File: src/rtl/line_burst_adaptor.sv
// Cacheline <-> 4-beat burst adaptor between the cache datapath and physical memory.
// Define LBA_ERR_EN to build the sticky protocol-error flag on err_o.
module line_burst_adaptor #(
    parameter int unsigned s_line  = 256,
    parameter int unsigned s_burst = 64
) (
    input  logic               clk,
    input  logic               rst,
    input  logic [31:0]        address_i,
    input  logic [s_line-1:0]  line_i,
    input  logic               read_i,
    input  logic               write_i,
    output logic [s_line-1:0]  line_o,
    output logic               resp_o,
    output logic [31:0]        address_o,
    input  logic [s_burst-1:0] burst_i,
    output logic [s_burst-1:0] burst_o,
    output logic               read_o,
    output logic               write_o,
    input  logic               resp_i,
    output logic               err_o
);

    localparam int unsigned NumBeats = s_line / s_burst;
    localparam int unsigned CntW     = $clog2(NumBeats);
    localparam logic [CntW-1:0] LastBeat = CntW'(NumBeats - 1);

    typedef enum logic [1:0] {StIdle, StRdBurst, StWrBurst, StDone} state_e;

    state_e             state_q, state_d;
    logic [CntW-1:0]    cnt_q, cnt_d;
    logic [31:0]        addr_q, addr_d;
    logic [s_line-1:0]  line_q, line_d;
    logic [s_line-1:0]  wr_line_q, wr_line_d;

    always_ff @(posedge clk or posedge rst) begin
        if (rst) begin
            state_q   <= StIdle;
            cnt_q     <= '0;
            addr_q    <= '0;
            line_q    <= '0;
            wr_line_q <= '0;
        end else begin
            state_q   <= state_d;
            cnt_q     <= cnt_d;
            addr_q    <= addr_d;
            line_q    <= line_d;
            wr_line_q <= wr_line_d;
        end
    end

    always_comb begin
        state_d   = state_q;
        cnt_d     = cnt_q;
        addr_d    = addr_q;
        line_d    = line_q;
        wr_line_d = wr_line_q;
        read_o    = 1'b0;
        write_o   = 1'b0;
        resp_o    = 1'b0;
        burst_o   = '0;
        unique case (state_q)
            StIdle: begin
                // Write-back goes first so the victim leaves before the fill lands.
                if (write_i) begin
                    addr_d    = address_i;
                    wr_line_d = line_i;
                    cnt_d     = '0;
                    state_d   = StWrBurst;
                end else if (read_i) begin
                    addr_d  = address_i;
                    cnt_d   = '0;
                    state_d = StRdBurst;
                end
            end
            StRdBurst: begin
                read_o = 1'b1;
                if (resp_i) begin
                    line_d[s_burst*cnt_q +: s_burst] = burst_i;
                    cnt_d = cnt_q + CntW'(1);
                    if (cnt_q == LastBeat) state_d = StDone;
                end
            end
            StWrBurst: begin
                write_o = 1'b1;
                burst_o = wr_line_q[s_burst*cnt_q +: s_burst];
                if (resp_i) begin
                    cnt_d = cnt_q + CntW'(1);
                    if (cnt_q == LastBeat) state_d = StDone;
                end
            end
            StDone: begin
                resp_o  = 1'b1;
                state_d = StIdle;
            end
            default: state_d = StIdle;
        endcase
    end

    assign line_o    = line_q;
    assign address_o = addr_q & ~32'h1F;

`ifdef LBA_ERR_EN
    logic err_q;
    logic err_set;

    // Either a conflicting request pair or a stalled beat after the burst has started.
    assign err_set = ((state_q == StIdle) && read_i && write_i) ||
                     (((state_q == StRdBurst) || (state_q == StWrBurst)) &&
                      !resp_i && (cnt_q != '0));

    always_ff @(posedge clk or posedge rst) begin
        if (rst) begin
            err_q <= 1'b0;
        end else if (err_set) begin
            err_q <= 1'b1;
        end
    end

    assign err_o = err_q;
`else
    assign err_o = 1'b0;
`endif

endmodule
File: config.mk
export PLATFORM = sky130hd
export DESIGN_NAME = line_burst_adaptor
export DESIGN_NICKNAME = d
export VERILOG_FILES = /design/src/rtl/line_burst_adaptor.sv
export SDC_FILE = /design/constraint.sdc
export NUM_CORES = 1
export LEC_CHECK = 0
export CORE_AREA = 2 2 281 283
export CTS_CLUSTER_DIAMETER = 120
export CTS_CLUSTER_SIZE = 16
export DETAILED_ROUTE_END_ITERATION = 12
export DIE_AREA = 0 0 283 285
export PLACE_DENSITY = 0.62
export RECOVER_POWER = 50
export SETUP_SLACK_MARGIN = 0.1
export SKIP_CTS_REPAIR_TIMING = 1
export SYNTH_ARGS = -nofsm -noshare
export SYNTH_HDL_FRONTEND = slang
export SYNTH_SLANG_ARGS = --single-unit
File: constraint.sdc
create_clock -name clk -period 24.6 [get_ports clk]
set_input_delay 7.38 -clock clk [delete_from_list [all_inputs] [get_ports clk]]
set_output_delay 7.38 -clock clk [all_outputs]
set_load 0.05 [all_outputs]
==> metrics.csv <==
metric;value;unit
post_synth_main_area_contributors;sky130_fd_sc_hd__dfrtp_1 (60%), sky130_fd_sc_hd__mux2_2 (14%), sky130_fd_sc_hd__mux4_2 (6.4%), sky130_fd_sc_hd__nand2_1 (5.7%), sky130_fd_sc_hd__a22o_1 (3.5%);
tritoncts_clock_tree;yes;
detail_route.wirelength;70200;µm
postSynthRegisterBits;543;
final_net_count;2730;
design.portCount;713;
core;0.0780;mm²
global_route_wire_length_before_repair;107000;µm
ys_types;28;
clock_insertion_delay_at_the_later_pin_of_the_skew_report;0.57;ns
power-per-cell-area;115;mW/mm²
clk_pin_slew;0.07;ns
worst-r2r-cell-count;7;
grt_overflow;0;
fillCellCount;7358;
final.setup_skew;0.0267;ns
worst-setup-path-type;input pin to register;
worst-slew-pin-transition;5.52;ns
final_layout_size_suffix_gt1_frac;0.177;
dpl.cell_count;3368;
area_growth;40.0;%
holdWs;0.472;ns
synth-async-reset-ratio;1.00;
setup_viol;0;
max_freq;71.8;MHz
yosysWarningCount;0;
status;finished with violations;
m1WireLength;26500;µm
timing.max_slew.rel_slack;-2.68;
largest_fanout_of_any_net_on_the_critical_path;84;
dr.max_layer_used;met5;
ctsRootBufferMaster;sky130_fd_sc_hd__clkbuf_16;
ir_drop;0.0000659;V
cts_htree_levels;2;
synthCells;1724;
regToRegEndpoint;wr_line_q[114];
synth_area_leader_cell;sky130_fd_sc_hd__dfrtp_1;
final.setup.tns;0;ns
syn-cell-area;0.0225;mm²
final_cells;3418;
setup.worst_path.start;write_i;
dominant_cell_by_count_in_the_synthesized_netlist;sky130_fd_sc_hd__dfrtp_1;
synth-seq-area-share;0.603;
dieWidth;283;µm
placement.cell_area;0.0305;mm²
wl_met2;35100;µm
critical_path.startpoint_type;input pin;
maximum_root_to_sink_buffer_count;3;
hold_viol;0;
grtUsageTotal;0.171;
design.die.area;0.0807;mm²
port-buffer-count;701;
layout.area.seq;0.0136;mm²
grt_antenna_before_repair;12;
drt-initial-drc-count;872;
setup.reg_to_reg.worst_slack;17.29;ns
route.met3.wl;6840;µm
failing_checks;capacitance limit, slew limit;
count_of_vias_placed_by_the_detailed_router;16000;
worstReg2RegStart;state_q[0];
post_drt_wl_per_cell;20.5;µm
floorplan.die.height;285;µm
finalCoreUtilization;0.404;
grt_start_max_net_pins;160;
synthDominantCellAreaShare;0.603;
postLayoutCellArea;0.0315;mm²
initial_core_util;0.289;
drc;0;
worst_ep_arrival_time;14.37;ns
synth_area_per_cell;13.1;µm²
end_kind;register;
cts_sinks;543;
synthTopCellsByCount;sky130_fd_sc_hd__dfrtp_1 (543), sky130_fd_sc_hd__nand2_1 (341), sky130_fd_sc_hd__mux2_2 (285);
ant_nets_after_route;0;
via_count_of_the_first_global_routing_pass;17100;
critical_path_required;25.04;ns
maxCapViolations;6;
hold_class;register to register;
slew_violations;490;
multiInputGateArea;0.00835;mm²
post_drt_via_cell_ratio;4.67;
rsz0062_at_grt;false;
layout_min_cycle_time;13.93;ns
place_congestion;0.811;
critPathCapture;wr_line_q[114];
power_leakage;13.3;nW
row_count;103;
drtPass1Iterations;4;
postSynth.topFlopCell;sky130_fd_sc_hd__dfrtp_1;
place.detailed.hpwl;50700;µm
timing.final.crit_share;0.566;
synth_enable_flop_cells;0;
numCtsBuffers;40;
-- report_power, final --
group	internal, mW	switching [mW]
combinational	0.727	0.933
clock	0.299	0.313
sequential	1.20	0.165
-- state kept, by name, indices dropped and copies added, names as in the netlist --
register	cells
line_o	256
addr_q	27
wr_line_q	256
state_q	2
cnt_q	2
-- cells by family (layout without fill, tap and decap cells) --
group | after synthesis | count (layout) | share of synthesized area
DFF | 543 | 543 | 0.603
AOI/OAI and AO/OA | 260 | 260 | 0.0732
and+or+nand+nor | 417 | 417 | 0.0803
buffers and inverters | 139 | 775 | 0.0286
other | 1 | 9 | 0.000166
adders and majority gates | 13 | 13 | 0.00722
muxes | 351 | 351 | 0.207
-- placed cells by master, fill, tap and decap left out, drive strengths merged --
cell type      netlist  routed
mux4                64      64
ha                  13      13
and4bb               1       1
nand2b               1       1
mux2i                2       2
buf                 81      14
a22o                90      90
a22oi                1       1
nand2              341     341
clkinv               0       2
inv                  8       9
and2                64      64
conb                 1       6
nand3                4       4
dfrtp              543     543
a221oi               1       1
mux2               285     285
o21ai              168     168
clkdlybuf4s50        0     533
clkinvlp             0       1
nor2                 1       1
nor4                 3       3
nor4b                2       2
diode                0       3
clkbuf              50      48
dlygate4sd3          0     168
-- worst max-delay path, stage by stage --
cell and delay [ns]:
sky130_fd_sc_hd__dlygate4sd3_1 0.62, sky130_fd_sc_hd__nand2_1 0.80, sky130_fd_sc_hd__clkbuf_1 2.90, sky130_fd_sc_hd__buf_4 1.12, sky130_fd_sc_hd__buf_4 0.95, sky130_fd_sc_hd__mux2_2 0.42
-- stage by stage --
step	setup slack [ns]	power, mW
final	10.67	3.63
after global routing	10.10	3.83
after CTS	12.98	3.71
after detailed placement	12.90	3.08
after global placement	12.95	3.04
after floorplan	2.04	2.52
-- worst min path at each step --
| stage | startpoint | end | cells after the start |
|---|---|---|---|
| floorplan | wr_line_q[128] | wr_line_q[128] | 1 |
| global placement | line_o[160] | line_o[160] | 2 |
| detailed placement | line_o[76] | line_o[76] | 2 |
| CTS | line_o[101] | line_o[101] | 2 |
| global route | line_o[111] | line_o[111] | 2 |
| finish | line_o[64] | line_o[64] | 2 |
-- metal layers --
layer / track usage / up-vias
li1: - / 7236
met4: 0.0453 / 20
met5: 0 / -
met3: 0.0710 / 105
met1: 0.195 / 8022
met2: 0.296 / 570
-- final cells by class --
class | count | share of cell area
repair buffers | 720 | 0.227
well taps | 1050 | 0.0417
multi-input cells | 1047 | 0.265
clock buffers | 43 | 0.0328
flip-flops and latches | 543 | 0.431
diodes | 3 | 0.000238
clock inverters | 4 | 0.00123
inverters | 8 | 0.000992
Note: power is estimated with default switching activity, not from simulation.
